--- config.mk ---
export PLATFORM = sky130hd
export DESIGN_NAME = rom_port_arbiter
export DESIGN_NICKNAME = d
export VERILOG_FILES = /design/src/rtl/rom_port_arbiter.sv
export SDC_FILE = /design/constraint.sdc
export NUM_CORES = 1
export LEC_CHECK = 0
export ABC_CLOCK_PERIOD_IN_PS = 9300
export CORE_MARGIN = 10
export CORE_UTILIZATION = 57
export DETAILED_ROUTE_END_ITERATION = 6
export PLACE_DENSITY = 0.95
export SYNTH_ARGS = -nofsm -noshare
export SYNTH_HDL_FRONTEND = slang
export SYNTH_SLANG_ARGS = --single-unit
export TNS_END_PERCENT = 5
--- constraint.sdc ---
create_clock -name clk_sys -period 9.3 [get_ports clk_sys]
set_input_delay 1.395 -clock clk_sys [delete_from_list [all_inputs] [get_ports clk_sys]]
set_output_delay 1.395 -clock clk_sys [all_outputs]
set_load 0.005 [all_outputs]
--- src/rtl/rom_port_arbiter.sv ---
// Three byte-wide ROM requesters share one 16-bit SDRAM read port.
// Each requester keeps a one-word cache; misses go through a round-robin toggle handshake.

module rom_port_cache (
   input  logic        clk_sys,
   input  logic        res_n_i,
   input  logic        dl_active,
   input  logic        req,
   input  logic [15:0] addr,
   input  logic        fill_en,
   input  logic [14:0] fill_tag,
   input  logic [15:0] fill_data,
   output logic        hit,
   output logic        rdy,
   output logic [7:0]  dout
);
   logic        valid;
   logic [14:0] tag;
   logic [15:0] data;

   assign hit = req & valid & (tag == addr[15:1]) & ~dl_active;

   always_ff @(posedge clk_sys or negedge res_n_i) begin
      if (!res_n_i) begin
         valid <= 1'b0;
         tag   <= '0;
         data  <= '0;
         rdy   <= 1'b0;
         dout  <= '0;
      end else begin
         if (dl_active) begin
            valid <= 1'b0;
         end else if (fill_en) begin
            valid <= 1'b1;
            tag   <= fill_tag;
            data  <= fill_data;
         end
         rdy  <= hit;
         dout <= addr[0] ? data[15:8] : data[7:0];
      end
   end
endmodule

module rom_port_arbiter #(
   parameter logic [22:0] BASE0   = 23'h000000,
   parameter logic [22:0] BASE1   = 23'h006000,
   parameter logic [22:0] BASE2   = 23'h008000,
   parameter int          TIMEOUT = 255
) (
   input  logic        clk_sys,
   input  logic        res_n_i,
   input  logic        dl_active,
   input  logic [15:0] m_addr,
   input  logic        m_req,
   output logic [7:0]  m_dout,
   output logic        m_rdy,
   input  logic [15:0] s_addr,
   input  logic        s_req,
   output logic [7:0]  s_dout,
   output logic        s_rdy,
   input  logic [15:0] p_addr,
   input  logic        p_req,
   output logic [7:0]  p_dout,
   output logic        p_rdy,
   output logic        sd_req,
   input  logic        sd_ack,
   output logic [22:0] sd_addr,
   input  logic [15:0] sd_q,
   output logic        err
);
   localparam int CW = $clog2(TIMEOUT + 1);
   localparam logic [CW-1:0] CNT_LAST = CW'(TIMEOUT - 1);

   typedef enum logic [1:0] {S_IDLE, S_WAIT, S_FILL} state_t;
   state_t state, state_nxt;

   logic [2:0][15:0] addr_a;
   logic [2:0][7:0]  dout_a;
   logic [2:0]       req_a, hit_a, rdy_a, miss_a, fill_sel;
   logic [1:0]       ptr, gnt, gnt_nxt;
   logic [2:0][1:0]  ord;
   logic [14:0]      word;
   logic [CW-1:0]    cnt;
   logic             sync, issue, fill_en, tmo;

   assign addr_a = {p_addr, s_addr, m_addr};
   assign req_a  = {p_req, s_req, m_req};
   assign miss_a = req_a & ~hit_a & {3{~dl_active}};
   assign sync   = (sd_ack == sd_req);
   assign fill_sel = fill_en ? (3'b001 << gnt) : 3'b000;

   assign {p_rdy, s_rdy, m_rdy}    = rdy_a;
   assign {p_dout, s_dout, m_dout} = dout_a;

   for (genvar i = 0; i < 3; i++) begin : g_lane
      rom_port_cache u_cache (
         .clk_sys   (clk_sys),
         .res_n_i   (res_n_i),
         .dl_active (dl_active),
         .req       (req_a[i]),
         .addr      (addr_a[i]),
         .fill_en   (fill_sel[i]),
         .fill_tag  (word),
         .fill_data (sd_q),
         .hit       (hit_a[i]),
         .rdy       (rdy_a[i]),
         .dout      (dout_a[i])
      );
   end

   function automatic logic [22:0] base_of(input logic [1:0] i);
      case (i)
         2'd1:    return BASE1;
         2'd2:    return BASE2;
         default: return BASE0;
      endcase
   endfunction

   // Search order starts just after the last grant; scanning backwards lets the first hit win.
   always_comb begin
      case (ptr)
         2'd0:    ord = {2'd0, 2'd2, 2'd1};
         2'd1:    ord = {2'd1, 2'd0, 2'd2};
         default: ord = {2'd2, 2'd1, 2'd0};
      endcase
      gnt_nxt = ptr;
      for (int k = 2; k >= 0; k--)
         if (miss_a[ord[k]]) gnt_nxt = ord[k];
   end

   always_ff @(posedge clk_sys or negedge res_n_i) begin
      if (!res_n_i) state <= S_IDLE;
      else          state <= state_nxt;
   end

   always_comb begin
      state_nxt = state;
      case (state)
         S_IDLE:  if (|miss_a && sync) state_nxt = S_WAIT;
         S_WAIT:  if (sync) state_nxt = S_FILL;
                  else if (cnt == CNT_LAST) state_nxt = S_IDLE;
         S_FILL:  state_nxt = S_IDLE;
         default: state_nxt = S_IDLE;
      endcase
   end

   // Issue only when in sync, so a late ack after a timeout is absorbed first.
   always_comb begin
      issue   = 1'b0;
      fill_en = 1'b0;
      tmo     = 1'b0;
      case (state)
         S_IDLE:  issue   = |miss_a & sync;
         S_WAIT:  tmo     = ~sync & (cnt == CNT_LAST);
         S_FILL:  fill_en = ~dl_active;
         default: ;
      endcase
   end

   always_ff @(posedge clk_sys or negedge res_n_i) begin
      if (!res_n_i) begin
         sd_req  <= 1'b0;
         sd_addr <= '0;
         gnt     <= 2'd0;
         ptr     <= 2'd2;
         word    <= '0;
         cnt     <= '0;
         err     <= 1'b0;
      end else begin
         if (issue) begin
            sd_req  <= ~sd_req;
            sd_addr <= base_of(gnt_nxt) + {7'b0, addr_a[gnt_nxt][15:1]};
            gnt     <= gnt_nxt;
            ptr     <= gnt_nxt;
            word    <= addr_a[gnt_nxt][15:1];
            cnt     <= '0;
         end else if (state == S_WAIT) begin
            cnt <= cnt + 1'b1;
         end
         if (tmo) err <= 1'b1;
      end
   end
endmodule

# Word-level counts from Yosys, hierarchy flattened
# Cells that the tools add are included.
# Widths: inputs -> output; s select.
[word_totals] register_bits=177 output_inout_bits=52 inputBits=71
[op_classes] add_sub_neg=2 reduce_logical=12 muxes=33 n_lt_le_gt_ge=4 n_shift=1 bitwise=17 eq_ne=12
[op_table] operator="$eq 15x15->1" count=3
[op_table] operator="$mux 8" count=5
[op_table] operator="$bmux 16 s2" count=1
[op_table] operator="$pmux 16 s2" count=1
[op_table] operator="$add 23x15->23" count=1
[op_table] operator="$mux 23" count=1
[op_table] operator="$mux 16" count=1
[op_table] operator="$lt 2x3->1 const B" count=4
[op_table] operator="$mux 1" count=12
[op_table] operator="$mux 2" count=6
[op_table] operator="$pmux 6 s2" count=1
[op_table] operator="$and 1x1->1" count=11
[op_table] operator="$add 8x1->8 const B" count=1
[op_table] operator="$eq 8x8->1 const B" count=1
[op_table] operator="$reduce_and 2->1" count=4
[op_table] operator="$reduce_bool 2->1" count=4
[op_table] operator="$and 3x3->3" count=2
[op_table] operator="$bmux 1 s2" count=3
[op_table] operator="$eq 2x1->1 const B" count=3
[op_table] operator="$eq 2x2->1 const B" count=2
[op_table] operator="$logic_not 2->1" count=2
[op_table] operator="$pmux 2 s2" count=1
[op_table] operator="$mux 3" count=1
[op_table] operator="$ne 3x3->1 const B" count=1
[op_table] operator="other kinds (7)" count=9

# Depth between registers and ports, before layout
[depth] ltp_word=15 depth_mapped=15

# By module
# Synthesis repeated with hierarchy kept, for this count alone.
[hier_totals] cells_unflattened=539 area_unflattened_um2=7229.4
[by_module_without_submodules] mod="rom_port_cache" cells_per_inst=108 instances=3 area_each_um2=1710.4
[by_module_without_submodules] mod="rom_port_arbiter" cells_per_inst=215 instances=1 area_each_um2=2098.3

# Worst setup path before layout
# Ideal clock, no wire load.
[synth_timing] path_type="in2reg" start="input port dl_active" end="register sd_addr[15]" slack_ns=5.254 stages=15 t_arrival_ns=3.920 n_path_buf=2 path_cell_list="and3b_1 > nand4_1 > nor4_2 > or3b_4 > a32oi_1 > buf_4 > buf_4 > or2_2 > inv_1 > ha_1 > inv_1 > fa_1 > inv_1 > nor2_1 > a221o_1"
[synth_via] elab_chain_len=14
[synth_lines] item="from (decl)" line="52" source="input logic dl_active,"
[synth_lines] item="$not 1->1 (no line) (*)"
[synth_lines] item="$and 1x1->1 (*)" line="21" source="assign hit = req & valid & (tag == addr[15:1]) & ~dl_active;"
[synth_lines] item="net g_lane[2].u_cache.hit" line="13" source="output logic hit,"
[synth_lines] item="$not 3->3 (*)" line="88" source="assign miss_a = req_a & ~hit_a & {3{~dl_active}};"
[synth_lines] item="$and 3x3->3 (*) (2 in series)" line="88"
[synth_lines] item="$bmux 1 s2" line="128" source="if (miss_a[ord[k]]) gnt_nxt = ord[k];"
[synth_lines] item="$mux 1 (not written as such)" line="128"
[synth_lines] item="$mux 2 (3 in series)" line="128"
[synth_lines] item="$eq 2x2->1 or $eq 2x1->1 (tied branches)" line="112" source="case (i)"
[synth_lines] item="$pmux 16 s2" line="112"
[synth_lines] item="$mux 23" line="170" source="if (issue) begin"
[synth_lines] item="$add 23x15->23" line="172" source="sd_addr <= base_of(gnt_nxt) + {7'b0, addr_a[gnt_nxt][15:1]};"
[synth_lines] item="to (signal assigned)" line="172"
[synth_lines] item="to (decl)" line="67" source="output logic [22:0] sd_addr,"
# Mark *: on every way through the listed nets, which the timed path passes. The rest lies on a longest branch. The select of a mux whose other input is x is not followed.
# A chain may end at the register's enable or synchronous reset.

# Final worst setup path
[layout_timing] start="input port dl_active" end="register sd_addr[15]"
[layout_via] elab_chain_len=14
[layout_lines] item="$not 1->1 (no line) (*)"
[layout_lines] item="$and 1x1->1 (*)" line="21"
[layout_lines] item="net g_lane[1].u_cache.hit" line="13"
[layout_lines] item="$not 3->3 (*)" line="88"
[layout_lines] item="$and 3x3->3 (*) (2 in series)" line="88"
[layout_lines] item="$bmux 1 s2" line="128"
[layout_lines] item="$mux 1 (not written as such)" line="128"
[layout_lines] item="$mux 2 (3 in series)" line="128"
[layout_lines] item="$eq 2x2->1 or $eq 2x1->1 (tied branches)" line="112"
[layout_lines] item="$pmux 16 s2" line="112"
[layout_lines] item="$mux 23" line="170"
[layout_lines] item="$add 23x15->23" line="172"
# Marks and branches as above.

==> impl_metrics.tcl <==
set metrics [dict create \
    cp-endpoint "sd_addr[15]$_DFFE_PN0P_" \
    drcViolationCount 0 \
    netlist_area_sq_um 7150 \
    finalSetupTns_ns 0 \
    dp_hpwl_mm 12.0 \
    synth_edf_count 0 \
    syn_avg_cell_area_sq_um 13.3 \
    clock_latency_ns 0.43 \
    yosysWarnings 0 \
    setup_viol 0 \
    critPathLaunchType "primary input" \
    arrival_ns 4.90 \
    row_count 40 \
    ant_nets 0 \
    first_pass_iters 4 \
    fin_nets 714 \
    synth_top_cell_by_area "dfrtp_1" \
    antenna-diode-count 0 \
    synthFlopType "dfrtp_1" \
    ys_types 50 \
    report.final.slew_viol_count 0 \
    first_iter_violations 374 \
    start_util_pct 58.8 \
    powerDensity_nw_per_um2 300 \
    cp_slowest_cell "clkdlybuf4s50_1" \
    design.die.area_sq_um 17400 \
    synth_area_leaders "dfrtp_1, mux2_2, xnor2_1, o221ai_2, mux2i_1" \
    htree_num_levels 4 \
    die_h_um 132 \
    wl_per_cell_um 20.9 \
    grt_pass1_vias 5106 \
    cts_buffers 17 \
    grt_pass1_wl_mm 27.5 \
    io_buffer_count 116 \
    hold_violations 0 \
    min_period_ns 4.60 \
    crit_type "in2reg" \
    required_ns 9.60 \
    ys_seq_area_share_pct 55.0 \
    cts_resized 0 \
    ys_ff_latch 157 \
    cts_tree "done" \
    dpl-instance-area_sq_um 8310 \
    syn2layout_area_growth_pct 24.4 \
    routed_wl_mm 17.1 \
    tightest_slew_ns 1.10 \
    r2r-end "sd_addr[15]$_DFFE_PN0P_" \
    coreArea_sq_um 12200 \
    antenna_found_initial 0 \
    netlist.area_leader.share_pct 54.6 \
    cts_root_buffer "clkbuf_16" \
    max_freq_mhz 217 \
    cp_max_fo 19 \
    worst_setup_path_end_kind "register" \
    ios 123 \
    startpoint "dl_active" \
    p_total_w 0.00266 \
    reg2reg_slack_ns 5.86 \
    reg2reg_depth 14 \
    crit_chain "clkdlybuf4s50_1, and3b_1, nand4_1, nor4_4, nor3_1, a32oi_2, buf_4, and2_1, o2bb2ai_1, ha_1, inv_1, fa_1, inv_1, nor2_1, a221o_1" \
    rsz0062_at_grt "no" \
    netlist_instances 536 \
    async_flop_share_pct 100 \
    hold_path_class "reg2reg" \
    gp_congestion 0.885 \
    max_stage_delay_ns 0.55 \
    power_leakage_nw 4.10 \
    drive_above_1_share_pct 27.4 \
    synth_most_common_cell "dfrtp_1" \
    viasPerCell 5.66 \
    worstReg2RegStart "g_lane[1].u_cache.tag[9]$_DFFE_PN0P_" \
    grt_overflow 0 \
    cts_setup_buffers 0 \
    outcome "finished, final reports clean" \
    fin_util_pct 73.2 \
    cts_hold_buf 0 \
    finalClockSkew_ns 0.0124 \
    clkSinkCount 157 \
    clkTransAtPathRegs_ns 0.06 \
    relSlewSlack_pct 26.8 \
    synthTopCellsByCount "dfrtp_1, mux2_2, xnor2_1" \
    stdcell_area_sq_um 8900 \
    grt_max_degree 85 \
    fp.dieW_um 132 \
    period_share_pct 49.5 \
    routed-via-count 4628 \
    clockBufferDepth 2 \
    vdd_drop_max_uv 173 \
    crit_top_cell "inv_1" \
    max_cap_violations 0 \
    track_usage_pct 19.8 \
]
critical path: cells and delay by family:
kind	cells	cell delay, ns
and+or+nand+nor	6	1.30
buffers and inverters	4	1.01
AOI/OAI and AO/OA	3	0.62
adders and majority gates	2	0.57
sequential cells by signal, indices dropped and copies added (netlist names):
| name | count |
|---|---|
| sd_addr | 4 |
| g_lane.u_cache.valid | 3 |
| g_lane.u_cache.rdy | 3 |
| err | 1 |
| cnt | 8 |
| g_lane.u_cache.data | 48 |
| state | 2 |
| sd_req | 1 |
| g_lane.u_cache.tag | 45 |
| ptr | 2 |
| word | 15 |
| g_lane.u_cache.dout | 24 |
| gnt | 1 |
worst min-delay path by stage:
| stage | cells past startpoint | to | startpoint | slack (ns) |
|---|---|---|---|---|
| floorplan | 1 | g_lane[0].u_cache.valid$_DFFE_PN0P_ | g_lane[0].u_cache.valid$_DFFE_PN0P_ | 0.45 |
| global placement | 1 | err$_DFFE_PN0P_ | err$_DFFE_PN0P_ | 0.46 |
| detailed placement | 1 | err$_DFFE_PN0P_ | err$_DFFE_PN0P_ | 0.47 |
| CTS | 1 | err$_DFFE_PN0P_ | err$_DFFE_PN0P_ | 0.48 |
| global route | 1 | err$_DFFE_PN0P_ | err$_DFFE_PN0P_ | 0.50 |
| finish | 1 | err$_DFFE_PN0P_ | err$_DFFE_PN0P_ | 0.48 |
cell type report:
class	count	area, sq um
Sequential cell	157	3930
Fill cell	754	3260
Multi-Input combinational cell	318	2890
Timing Repair Buffer	121	1200
Clock buffer	19	443
Tap cell	168	210
Clock inverter	12	140
Inverter	23	86.3
metal layers:
layer,GRT usage (%),up-vias,routed length [um],share of wire [%]
met4,6.86,0,283,1.7
met5,0,-,0,0
met2,33.5,151,8780,51
met3,6.25,24,999,5.8
met1,23.3,2402,7010,41
li1,-,2051,-,-
cell families after synthesis:
family	count (synthesis)	share of synthesized area (%)
flip-flops	157	55.0
other	1	0.0524
adder cells (fa/ha/maj)	5	0.980
XOR/XNOR	49	6.00
AO/OA/AOI/OAI	40	5.35
multiplexers	136	21.1
buffers and inverters	66	5.13
AND/OR/NAND/NOR	82	6.39
where the power goes:
| group | switching, W | leakage [nW] | internal (W) |
|---|---|---|---|
| logic | 0.000344 | 1.77 | 0.000486 |
| clock network | 0.000278 | 0.288 | 0.000403 |
| registers | 0.000193 | 2.05 | 0.000961 |
cells in the final DEF, fill, tap and decap left out, types with 2 or more instances in the layout:
cell type / Yosys / layout
or3_1: 3 / 3
clkinv_4: 0 / 6
o221ai_2: 11 / 11
nand2_1: 26 / 26
dfrtp_1: 156 / 156
a21oi_1: 2 / 2
ha_1: 4 / 4
clkdlybuf4s50_1: 0 / 115
nor4_1: 4 / 4
nor2_1: 7 / 7
o221ai_1: 5 / 5
clkbuf_16: 0 / 17
o2bb2ai_1: 2 / 2
or2_2: 2 / 2
buf_4: 21 / 5
and2_1: 3 / 3
nor2b_1: 4 / 3
xnor2_1: 32 / 32
mux2_2: 120 / 120
inv_6: 0 / 2
conb_1: 1 / 6
o21ai_0: 9 / 9
and3b_1: 2 / 2
bufinv_16: 0 / 2
xor2_1: 17 / 17
nand4_1: 10 / 10
nand3_1: 10 / 10
clkinv_2: 0 / 2
a2bb2oi_1: 2 / 2
nand3b_1: 2 / 2
inv_1: 23 / 23
mux2i_1: 16 / 16
per-stage QoR:
stage	setup slack (ns)	instances	hold slack [ns]
after floorplan	5.25	541	0.454
after global placement	4.51	787	0.461
after detailed placement	4.34	787	0.466
after CTS	4.76	818	0.480
after global routing	4.49	818	0.505
final	4.70	818	0.480
No activity file was read; power rests on OpenSTA's default activity.
